$ cat config.mk
export PLATFORM = sky130hd
export DESIGN_NAME = key_press_classifier_flat
export DESIGN_NICKNAME = d
export VERILOG_FILES = /design/src/rtl/key_pkg.sv /design/src/rtl/key_press_classifier_if.sv /design/src/rtl/key_tick_gen.sv /design/src/rtl/key_press_classifier.sv /design/src/flat_wrapper.sv
export SDC_FILE = /design/constraint.sdc
export NUM_CORES = 1
export LEC_CHECK = 0
export CORE_MARGIN = 5
export CORE_UTILIZATION = 45
export CTS_CLUSTER_SIZE = 8
export DETAILED_ROUTE_END_ITERATION = 10
export PLACE_DENSITY = 0.68
export SYNTH_ARGS = -nofsm -noshare
export SYNTH_HDL_FRONTEND = slang
export SYNTH_SLANG_ARGS = --single-unit
$ cat constraint.sdc
create_clock -name clk -period 2 [get_ports clk]
set_input_delay 0.4 -clock clk [delete_from_list [all_inputs] [get_ports clk]]
set_output_delay 0.4 -clock clk [all_outputs]
set_load 0.01 [all_outputs]
$ cat src/rtl/key_pkg.sv
// Shared encodings for the key press classifier: FSM states, per-key
// report codes and the hold counter width.
package key_pkg;

    localparam int HOLD_W = 16;

    localparam logic [2:0] ST_IDLE     = 3'd0;
    localparam logic [2:0] ST_DEBOUNCE = 3'd1;
    localparam logic [2:0] ST_PRESSED  = 3'd2;
    localparam logic [2:0] ST_LONG     = 3'd3;
    localparam logic [2:0] ST_RELEASE  = 3'd4;

    localparam logic [1:0] KS_IDLE    = 2'd0;
    localparam logic [1:0] KS_PRESSED = 2'd1;
    localparam logic [1:0] KS_LONG    = 2'd2;

    function automatic logic [HOLD_W-1:0] sat_inc(input logic [HOLD_W-1:0] v);
        return (v == {HOLD_W{1'b1}}) ? v : v + 1'b1;
    endfunction

endpackage

$ cat src/rtl/key_press_classifier_if.sv
// Scanner-to-classifier bus. key_valid is a level (no ready); key_code is
// only meaningful while key_valid is high.
interface key_press_classifier_if;
    logic       key_valid;
    logic [3:0] key_code;

    modport master (output key_valid, output key_code);
    modport slave  (input key_valid, input key_code);
endinterface

$ cat src/rtl/key_tick_gen.sv
// Free-running divider producing a one-clk enable every CLK_DIV cycles.
module key_tick_gen #(
    parameter int CLK_DIV = 50000
) (
    input  logic clk,
    input  logic reset_n,
    output logic tick
);
    localparam int DW = (CLK_DIV > 1) ? $clog2(CLK_DIV) : 1;

    logic [DW-1:0] div_q, div_d;

    always_comb begin
        tick  = (div_q == DW'(CLK_DIV - 1));
        div_d = tick ? '0 : div_q + 1'b1;
    end

    always_ff @(posedge clk) begin
        if (!reset_n) div_q <= '0;
        else          div_q <= div_d;
    end
endmodule

$ cat src/rtl/key_press_classifier.sv
// Debounces one active scanner key and classifies it as short/long press.
// Define KEY_REPEAT_EN to add auto-repeat pulses while a key is held LONG.
module key_press_classifier
    import key_pkg::*;
#(
    parameter int                    NUM_KEYS    = 6,
    parameter logic [4*NUM_KEYS-1:0] KEY_MAP     = 24'h9_0_a_8_5_d,
    parameter int                    CLK_DIV     = 50000,
    parameter int                    DEBOUNCE_MS = 20,
    parameter int                    LONG_MS     = 1000,
    parameter int                    REPEAT_MS   = 200
) (
    input  logic                      clk,
    input  logic                      reset_n,
    key_press_classifier_if.slave     scan,
    output logic [2*NUM_KEYS-1:0]     key_state,
    output logic [NUM_KEYS-1:0]       short_pulse,
    output logic [NUM_KEYS-1:0]       long_pulse,
    output logic [NUM_KEYS-1:0]       repeat_pulse,
    output logic [2:0]                dbg_state
);
    if (NUM_KEYS < 1 || NUM_KEYS > 16 || DEBOUNCE_MS < 1 || LONG_MS < 1 || REPEAT_MS < 1) begin : g_bad_cfg
        $error("key_press_classifier: illegal parameter set");
    end

    logic tick;

    key_tick_gen #(.CLK_DIV(CLK_DIV)) u_tick (.clk(clk), .reset_n(reset_n), .tick(tick));

    logic [2:0]        state_q, state_d;
    logic [3:0]        idx_q, idx_d;
    logic              prior_long_q, prior_long_d;
    logic [HOLD_W-1:0] hold_cnt_q, hold_cnt_d;
    logic [HOLD_W-1:0] rel_cnt_q, rel_cnt_d;
    logic [NUM_KEYS-1:0] short_q, short_d, long_q, long_d;

    logic       map_hit, held, other, restart, fire_short, fire_long;
    logic [3:0] hit_idx, active_code;
    logic [1:0] ks_active;

`ifdef KEY_REPEAT_EN
    logic [HOLD_W-1:0]   rep_cnt_q, rep_cnt_d;
    logic [NUM_KEYS-1:0] repeat_q, repeat_d;
    logic                fire_rep;
`endif

    // Lowest index wins if a code appears more than once in the map.
    always_comb begin
        map_hit     = 1'b0;
        hit_idx     = '0;
        active_code = '0;
        for (int i = NUM_KEYS - 1; i >= 0; i--) begin
            if (scan.key_code == KEY_MAP[4*i +: 4]) begin
                map_hit = scan.key_valid;
                hit_idx = 4'(i);
            end
            if (idx_q == 4'(i)) active_code = KEY_MAP[4*i +: 4];
        end
        held  = scan.key_valid && (scan.key_code == active_code);
        other = map_hit && !held;
    end

    always_comb begin
        state_d      = state_q;
        idx_d        = idx_q;
        prior_long_d = prior_long_q;
        hold_cnt_d   = (tick && held) ? sat_inc(hold_cnt_q) : hold_cnt_q;
        rel_cnt_d    = rel_cnt_q;
        restart      = 1'b0;
        fire_short   = 1'b0;
        fire_long    = 1'b0;
`ifdef KEY_REPEAT_EN
        rep_cnt_d    = rep_cnt_q;
        fire_rep     = 1'b0;
`endif
        case (state_q)
            ST_IDLE: restart = map_hit;
            ST_DEBOUNCE: begin
                if (other)                                     restart = 1'b1;
                else if (!held)                                state_d = ST_IDLE;
                else if (hold_cnt_q >= HOLD_W'(DEBOUNCE_MS))   state_d = ST_PRESSED;
            end
            ST_PRESSED, ST_LONG: begin
                if (other) begin
                    restart    = 1'b1;
                    fire_short = (state_q == ST_PRESSED);
                end else if (!scan.key_valid) begin
                    state_d      = ST_RELEASE;
                    rel_cnt_d    = '0;
                    prior_long_d = (state_q == ST_LONG);
                end else if (state_q == ST_PRESSED && hold_cnt_q >= HOLD_W'(LONG_MS)) begin
                    state_d   = ST_LONG;
                    fire_long = 1'b1;
`ifdef KEY_REPEAT_EN
                    rep_cnt_d = '0;
                end else if (state_q == ST_LONG && held && tick) begin
                    fire_rep  = (rep_cnt_q >= HOLD_W'(REPEAT_MS - 1));
                    rep_cnt_d = fire_rep ? '0 : rep_cnt_q + 1'b1;
`endif
                end
            end
            ST_RELEASE: begin
                if (other) begin
                    restart    = 1'b1;
                    fire_short = !prior_long_q;
                end else if (held) begin
                    // Short glitch: resume where we left off, counts intact.
                    state_d = prior_long_q ? ST_LONG : ST_PRESSED;
                end else if (rel_cnt_q >= HOLD_W'(DEBOUNCE_MS)) begin
                    state_d    = ST_IDLE;
                    fire_short = !prior_long_q;
                end else if (tick) begin
                    rel_cnt_d = sat_inc(rel_cnt_q);
                end
            end
            default: state_d = ST_IDLE;
        endcase

        if (restart) begin
            idx_d      = hit_idx;
            hold_cnt_d = '0;
            state_d    = ST_DEBOUNCE;
        end

        for (int i = 0; i < NUM_KEYS; i++) begin
            short_d[i] = fire_short && (idx_q == 4'(i));
            long_d[i]  = fire_long && (idx_q == 4'(i));
`ifdef KEY_REPEAT_EN
            repeat_d[i] = fire_rep && (idx_q == 4'(i));
`endif
        end
    end

    always_ff @(posedge clk) begin
        if (!reset_n) begin
            state_q      <= ST_IDLE;
            idx_q        <= '0;
            prior_long_q <= 1'b0;
            hold_cnt_q   <= '0;
            rel_cnt_q    <= '0;
            short_q      <= '0;
            long_q       <= '0;
        end else begin
            state_q      <= state_d;
            idx_q        <= idx_d;
            prior_long_q <= prior_long_d;
            hold_cnt_q   <= hold_cnt_d;
            rel_cnt_q    <= rel_cnt_d;
            short_q      <= short_d;
            long_q       <= long_d;
        end
    end

`ifdef KEY_REPEAT_EN
    always_ff @(posedge clk) begin
        if (!reset_n) begin
            rep_cnt_q <= '0;
            repeat_q  <= '0;
        end else begin
            rep_cnt_q <= rep_cnt_d;
            repeat_q  <= repeat_d;
        end
    end
    assign repeat_pulse = repeat_q;
`else
    assign repeat_pulse = '0;
`endif

    always_comb begin
        case (state_q)
            ST_PRESSED: ks_active = KS_PRESSED;
            ST_LONG:    ks_active = KS_LONG;
            ST_RELEASE: ks_active = prior_long_q ? KS_LONG : KS_PRESSED;
            default:    ks_active = KS_IDLE;
        endcase
        key_state = '0;
        for (int i = 0; i < NUM_KEYS; i++) begin
            if (idx_q == 4'(i)) key_state[2*i +: 2] = ks_active;
        end
    end

    assign short_pulse = short_q;
    assign long_pulse  = long_q;
    assign dbg_state   = state_q;
endmodule

$ cat src/flat_wrapper.sv
// flat-port wrapper written by rule: the top's interface ports become plain ports
module key_press_classifier_flat import key_pkg::*;
#(
    parameter int                    NUM_KEYS    = 6,
    parameter logic [4*NUM_KEYS-1:0] KEY_MAP     = 24'h9_0_a_8_5_d,
    parameter int                    CLK_DIV     = 50000,
    parameter int                    DEBOUNCE_MS = 20,
    parameter int                    LONG_MS     = 1000,
    parameter int                    REPEAT_MS   = 200
)
  (clk, reset_n, key_state, short_pulse, long_pulse, repeat_pulse, dbg_state, scan_key_valid, scan_key_code);
  key_press_classifier_if scan_i ();
  input  logic clk;
  input  logic reset_n;
  output logic [2*NUM_KEYS-1:0] key_state;
  output logic [NUM_KEYS-1:0] short_pulse;
  output logic [NUM_KEYS-1:0] long_pulse;
  output logic [NUM_KEYS-1:0] repeat_pulse;
  output logic [2:0] dbg_state;
  input wire logic [$bits(scan_i.key_valid)-1:0] scan_key_valid;
  input wire logic [$bits(scan_i.key_code)-1:0] scan_key_code;
  assign scan_i.key_valid = scan_key_valid;
  assign scan_i.key_code = scan_key_code;
  key_press_classifier #(.NUM_KEYS(NUM_KEYS), .KEY_MAP(KEY_MAP), .CLK_DIV(CLK_DIV), .DEBOUNCE_MS(DEBOUNCE_MS), .LONG_MS(LONG_MS), .REPEAT_MS(REPEAT_MS)) u_core (.clk(clk), .reset_n(reset_n), .scan(scan_i), .key_state(key_state), .short_pulse(short_pulse), .long_pulse(long_pulse), .repeat_pulse(repeat_pulse), .dbg_state(dbg_state));
endmodule
==> After elaboration in Yosys (flattened, before gate mapping) <==
Index checks and enable logic that the tools add are counted.
{ "word_totals": {"word_cells": 144, "regBits": 68} }
{ "classes": {"bitwise": 5, "n_eq_ne": 36, "addsub": 3, "n_lt_le_gt_ge": 3, "n_mux": 57, "n_reduce_logical": 31} }
{ "op_table": {"columns": ["operator", "count"], "rows": [
  ["2-to-1 mux 16 bit", 7],
  ["adder 16 x 1 -> 16 bit (second input constant)", 3],
  ["== test 16 bit (second input constant)", 3],
  ["2-to-1 mux 3 bit", 15],
  [">= comparator 16 x 5 -> 1 bit (second input constant)", 2],
  ["case mux 16 bit (2 select lines)", 1],
  ["2-to-1 mux 4 bit", 6],
  ["2-to-1 mux 1 bit", 17],
  ["== test 4 bit (second input constant)", 4],
  [">= comparator 16 x 10 -> 1 bit (second input constant)", 1],
  ["logical AND 1 bit", 16],
  ["2-to-1 mux 2 bit", 7],
  ["inequality test 2 bit (second input constant)", 7],
  ["AND reduction 7 bit", 2],
  ["== test 4 x 3 -> 1 bit (second input constant)", 3],
  ["inequality test 3 bit (second input constant)", 4],
  ["case mux 3 bit (4 select lines)", 1],
  ["== test 4 x 2 -> 1 bit (second input constant)", 2],
  ["logical NOT 4 bit", 2],
  ["AND reduction 8 bit", 1],
  ["== test 3 x 2 -> 1 bit (second input constant)", 2],
  ["case mux 2 bit (3 select lines)", 1],
  ["OR reduction 2 bit", 3],
  ["NOT 1 bit", 5],
  ["other kinds (17)", 20]
]} }

==> Longest topological paths before layout <==
{ "logic_depth": {"ltp_word": 15, "ltp_mapped": 9, "depth_no_buf": 8} }

==> Modules after synthesis <==
From an unflattened synthesis, not the netlist that was laid out.
{ "hier_totals": {"cells_unflattened": 385, "hier_area_um2": 3303.2} }
{ "by_module_without_submodules": {"columns": ["mod", "n_inst", "seq_area_each_um2", "area_per_inst_um2", "cells_each"], "rows": [
  ["key_press_classifier", 1, 1021.0, 2556.2, 304],
  ["key_tick_gen", 1, 320.3, 747.0, 81]
]} }

==> Worst setup path before layout <==
No wires, ideal clock.
{ "synth_path": {"path_kind": "input to register", "startpoint": "in scan_key_code[3]", "endpoint": "reg u_core.state_q[0] (netlist: u_core.dbg_state[0])", "slack_ns": -0.162, "path_stages": 8, "t_required_ns": 1.878, "arrival_ns": 2.040, "cell_sequence": "buf_2 > nor2b_1 > a211oi_1 > a211oi_2 > o21ai_2 > mux2i_1 > or4b_1 > o311a_1"} }
{ "synth_between": {"elab_chain_len": 12, "elab_cells_between_ends": 32, "cone_classes": "eq/ne (13); mux (14); reduce/logical (5)"} }
{ "synth_rtl": {"columns": ["element", "line_no", "source"], "rows": [
  ["from (decl)", "flat_wrapper.sv:21", "input wire logic [$bits(scan_i.key_code)-1:0] scan_key_code;"],
  ["== test 4 bit", "key_press_classifier.sv:53", "if (scan.key_code == KEY_MAP[4*i +: 4]) begin"],
  ["2-to-1 mux 1 bit (6 in a row)", "key_press_classifier.sv:53", null],
  ["logical AND 1 bit", "key_press_classifier.sv:60", "other = map_hit && !held;"],
  ["2-to-1 mux 1 bit", "key_press_classifier.sv:79, key_press_classifier.sv:84, key_press_classifier.sv:103", null],
  ["case mux 1 bit (2 select lines)", "key_press_classifier.sv:76", "case (state_q)"],
  ["inequality test 4 x 1 -> 1 bit (no source line), or another cell as far along", null, null],
  ["AND reduction 7 bit (no source line)", null, null],
  ["to (signal assigned)", "key_press_classifier.sv:144", "state_q <= state_d;"],
  ["to (decl)", "key_press_classifier.sv:30", "logic [2:0] state_q, state_d;"]
]} }
Parallel ways exist; a longest one is shown, timed or not. The select of a mux whose other input is x is not followed.
A chain may end at the register's enable or synchronous reset.

==> Worst setup path in the final report <==
{ "layout_path": {"startpoint": "reg u_core.u_tick.div_q[7]", "endpoint": "reg u_core.rel_cnt_q[13]"} }
{ "layout_between": {"elab_chain_len": 3} }
{ "layout_rtl": {"columns": ["element", "line_no", "source"], "rows": [
  ["from (decl)", "key_tick_gen.sv:11", "logic [DW-1:0] div_q, div_d;"],
  ["from (signal assigned)", "key_tick_gen.sv:20", "else div_q <= div_d;"],
  ["== test 16 bit", "key_tick_gen.sv:14", "tick = (div_q == DW'(CLK_DIV - 1));"],
  ["inequality test 2 x 1 -> 1 bit (no source line)", null, null],
  ["AND reduction 8 bit (no source line)", null, null],
  ["to (signal assigned)", "key_press_classifier.sv:148", "rel_cnt_q <= rel_cnt_d;"],
  ["to (decl)", "key_press_classifier.sv:34", "logic [HOLD_W-1:0] rel_cnt_q, rel_cnt_d;"]
]} }
Every way passes these cells.

==> metrics.md <==
| Metric | Value |
|---|---|
| Flop pwr share | 0.487 |
| Max incr delay on CP | roughly 550 ps |
| Total GRT Usage | 0.198 |
| Post-synthesis sequential area ratio | 0.411 |
| CP required | 2290 ps |
| Worst Path Arrival | 2460 ps |
| Post-Place Cells | 579 |
| Initial antenna violation count | 0 |
| Met3 WL | 366 µm |
| Cell variety after synth | 60 |
| Ranking of synthesized cells by area | dfxtp_1 41%, nor2_1 10%, xor2_1 6.2% |
| Max layer used | met4 |
| Slack of the critical path | -168 ps |
| Hold-fix buffers at CTS | 0 |
| Fraction of the mapped netlist area in compound gates | 0.0952 |
| Hold path start | u_core.rel_cnt_q[15] |
| Final wirelength | 8650 µm |
| Synth Area in Adders | 0.0192 |
| Failing checks | negative setup slack |
| Crit Path Category | register to register |
| Max H-tree Level | 3 |
| Ys flop type | dfxtp_1 |
| Crit. End Element | register |
| Hold Crit Depth | 1 |
| Finished Layout Cells | 604 |
| Die width | ~95 µm |
| Met2 wire length | 4400 µm |
| Post-synthesis register bit count | 67 |
| Post-synth EDFFs | 0 |
| Fin nets | 513 |
| Min-Delay Path Class | register to register |
| Worst reg2reg path depth | 7 |
| Power per standard cell area | 605 nW/µm² |
| Sw Share | 0.259 |
| Max Slew Vio Count | 0 |
| Vias in the first global route | approximately 3.1k |
| Max frequency | between 400 and 500 MHz |
| Avg Vias per Cell | ~5.2 |
| Largest family of logic cells by synthesized area | simple AND/OR/NAND/NOR gates |
| MaxCap Viol Count | 0 |
| Fill count | between 600 and 700 |
| Hold EP | u_core.rel_cnt_q[15] |
| Critical path cell sequence | or4_4 > nor4_4 > a41o_2 > and4_4 > and3_4 > a31oi_1 > nor2_1 |
| VDD IR max | 0.308 mV |
| Clk_skew | 9.44 ps |
| Synth warn | 0 |
| Area grow syn2layout | 41.3% |
| Outcome | complete, but fails checks |
| Reg2reg start | u_core.u_tick.div_q[7] |
| Reg-to-reg setup timing slack | -170 ps |
| Worst skew pair latency | 350 ps |
| Ant diodes | 0 |
| Reg2reg end | u_core.rel_cnt_q[13] |
| CTS tree | built |
| Yosys top cell by area | dfxtp_1 |
| Drc violations | 0 |
| Drt wl/cell | 14.3 µm |
| Core area | 7140 µm² |
| Half-perimeter wire length after detailed placement | roughly 5900 µm |
| Psw | 0.000723 W |
| Sink Count | 67 |
| Cell Area, Placed | 4200 µm² |
| Mapped Area | 3260 µm² |
| TritonRoute pass-1 iters | 5 |
| Global-route wire length before repair | 14,000 µm |
| Post-layout util | 0.645 |
| Largest net degree at the start of global routing | 15 |
| Synth Area in XOR/XNOR | 0.0860 |
| Port Buf Inserts | 33 |
| Initial DRC Count | 169 |
| Vias post-DR | around 3.1k |
| CTS max path bufs | 2 |
| Leakage | 1.89 nW |
| Multiplexer area fraction after synthesis | 0.0161 |
| Clock slew at reported path FFs | 80 ps |
| Fin crit share | 1.08 |
| Overflow after GRT | 0 |
| Total CTS buffers | 9 |
| Final setup violation count | 29 |
| Min cycle time layout | 2170 ps |
| Num ports | 40 |
| Mean Syn Cell Area | 8.28 µm² |
| Post-synth ARST share | 0 |
| Die H | 95.1 µm |
| Synth Area in Simple Gates | 0.328 |
| Crit start category | register |
| Final Hold Vio Count | 0 |
| Commonest non-fill, non-tap cell in the layout | nor2_1 |
| Rows | 31 |
| Share of layout cells above drive strength 1 | 0.309 |
| Area share of the largest cell type after synthesis | 0.411 |
| Commonest non-fill, non-tap cells in the layout | 82 x nor2_1, 65 x buf_4, 58 x dfxtp_1, 28 x nand2_1, 23 x xor2_1 |
| Comb pwr share | 0.114 |
| Die Area | 9050 µm² |
| Unrepaired setup endpoints after global routing | true |
| Post-Syn Instances | 394 |
| WL met1 | 3660 µm |
| Global placer's final weighted congestion | 0.839 |
| Crit. Startpoint | u_core.u_tick.div_q[7] |
| Int Pwr | slightly above 0.002 W |
| Initial Util | 0.457 |
| Crit path max fanout | 4 |
| Clk network pwr share | 0.398 |
| Clock Root Buffer | clkbuf_8 |
| Finished Cell Area | 4610 µm² |
| Detail Route Antenna Nets | 0 |
| Slowest CP cell | or4_4 |
==> kinds of logic (layout without fill, tap and decap cells) <==
group,Yosys count,count (layout)
buf+inv,28,134
mux,5,5
xor+xnor,32,32
simple gates,211,211
flops,67,67
other cells,1,6
compound gates,45,45
fa+ha+maj,5,5
==> stage by stage <==
step           TNS, ps  total power, W  hold WS [ps]  setup WS [ps]
2_1_floorplan    -42.0         0.00154           426          -32.9
5_1_grt          -5550         0.00290           513           -268
4_1_cts          -1940         0.00276           487           -142
6_report         -2490         0.00279           491           -168
3_5_place_dp    -19110         0.00166           467           -622
3_3_place_gp    -16190         0.00165           454           -531
==> per-layer routing <==
| metal | track usage | up-vias |
|---|---|---|
| met3 | 0.0521 | 16 |
| met4 | 0.0541 | 0 |
| li1 | - | 1557 |
| met5 | 0 | - |
| met1 | 0.236 | 1495 |
| met2 | 0.350 | 71 |
==> how the worst max path moves through the flow <==
| stage | slack [ps] | endpoint |
|---|---|---|
| floorplan | -30 | u_core.dbg_state[0] |
| finish | -170 | u_core.rel_cnt_q[13] |
| global route | -270 | u_core.rel_cnt_q[13] |
| CTS | -140 | u_core.hold_cnt_q[11] |
| global placement | -530 | u_core.dbg_state[0] |
| detailed placement | -620 | u_core.dbg_state[0] |
==> cell usage after synthesis, types with 5 or more instances <==
master / n
or3_1: 6
a21oi_1: 8
nor2b_1: 5
inv_1: 10
nand2_1: 30
nand3_1: 14
xor2_1: 23
o21ai_0: 11
nor2_1: 88
nand4_1: 10
dfxtp_1: 67
ha_1: 5
nand2b_1: 5
xnor2_1: 9
clkbuf_1: 6
buf_2: 5
and3_1: 17
nor3_1: 7
buf_4: 6
==> layout make-up <==
cell class                      instances  area (µm²)  share of cell area
Clock buffer                           10         128              0.0277
Inverter                               10        37.5             0.00815
Sequential cell                        67        1360               0.295
Clock inverter                          5        55.1              0.0120
Tap cell                               99         124              0.0269
Timing Repair Buffer                  109         908               0.197
Multi-Input combinational cell        304        1990               0.433
==> what timing repair did <==
item,CTS,global route
hold endpoints to repair,0,0
gates resized for setup,51,44
buffers inserted,6,5
setup endpoints to repair,42,42
pin swaps,7,11
==> power by group through the flow <==
| stage | Combinational, W | Clock (W) | Sequential [W] |
|---|---|---|---|
| after floorplan | 0.000157 | 0 | 0.00139 |
| final | 0.000318 | 0.00111 | 0.00136 |
| after CTS | 0.000290 | 0.00112 | 0.00136 |
| after global placement | 0.000267 | 0 | 0.00139 |
| after global routing | 0.000344 | 0.00120 | 0.00136 |
| after detailed placement | 0.000272 | 0 | 0.00139 |
==> sequential cells by signal (all words and copies together) (netlist names) <==
| name | flops |
|---|---|
| u_core.rel_cnt_q | 16 |
| u_core.u_tick.div_q | 16 |
| u_core.long_pulse | 6 |
| u_core.hold_cnt_q | 16 |
| u_core.short_pulse | 6 |
| u_core.prior_long_q | 1 |
| u_core.idx_q | 3 |
| u_core.dbg_state | 3 |
==> critical path: cells and delay by family, from the launching register on <==
family	cells	cell delay, ps
DFF	1	330
and+or+nand+nor	5	1400
AOI/OAI and AO/OA	2	380
Power figures use the tool's default switching activity.
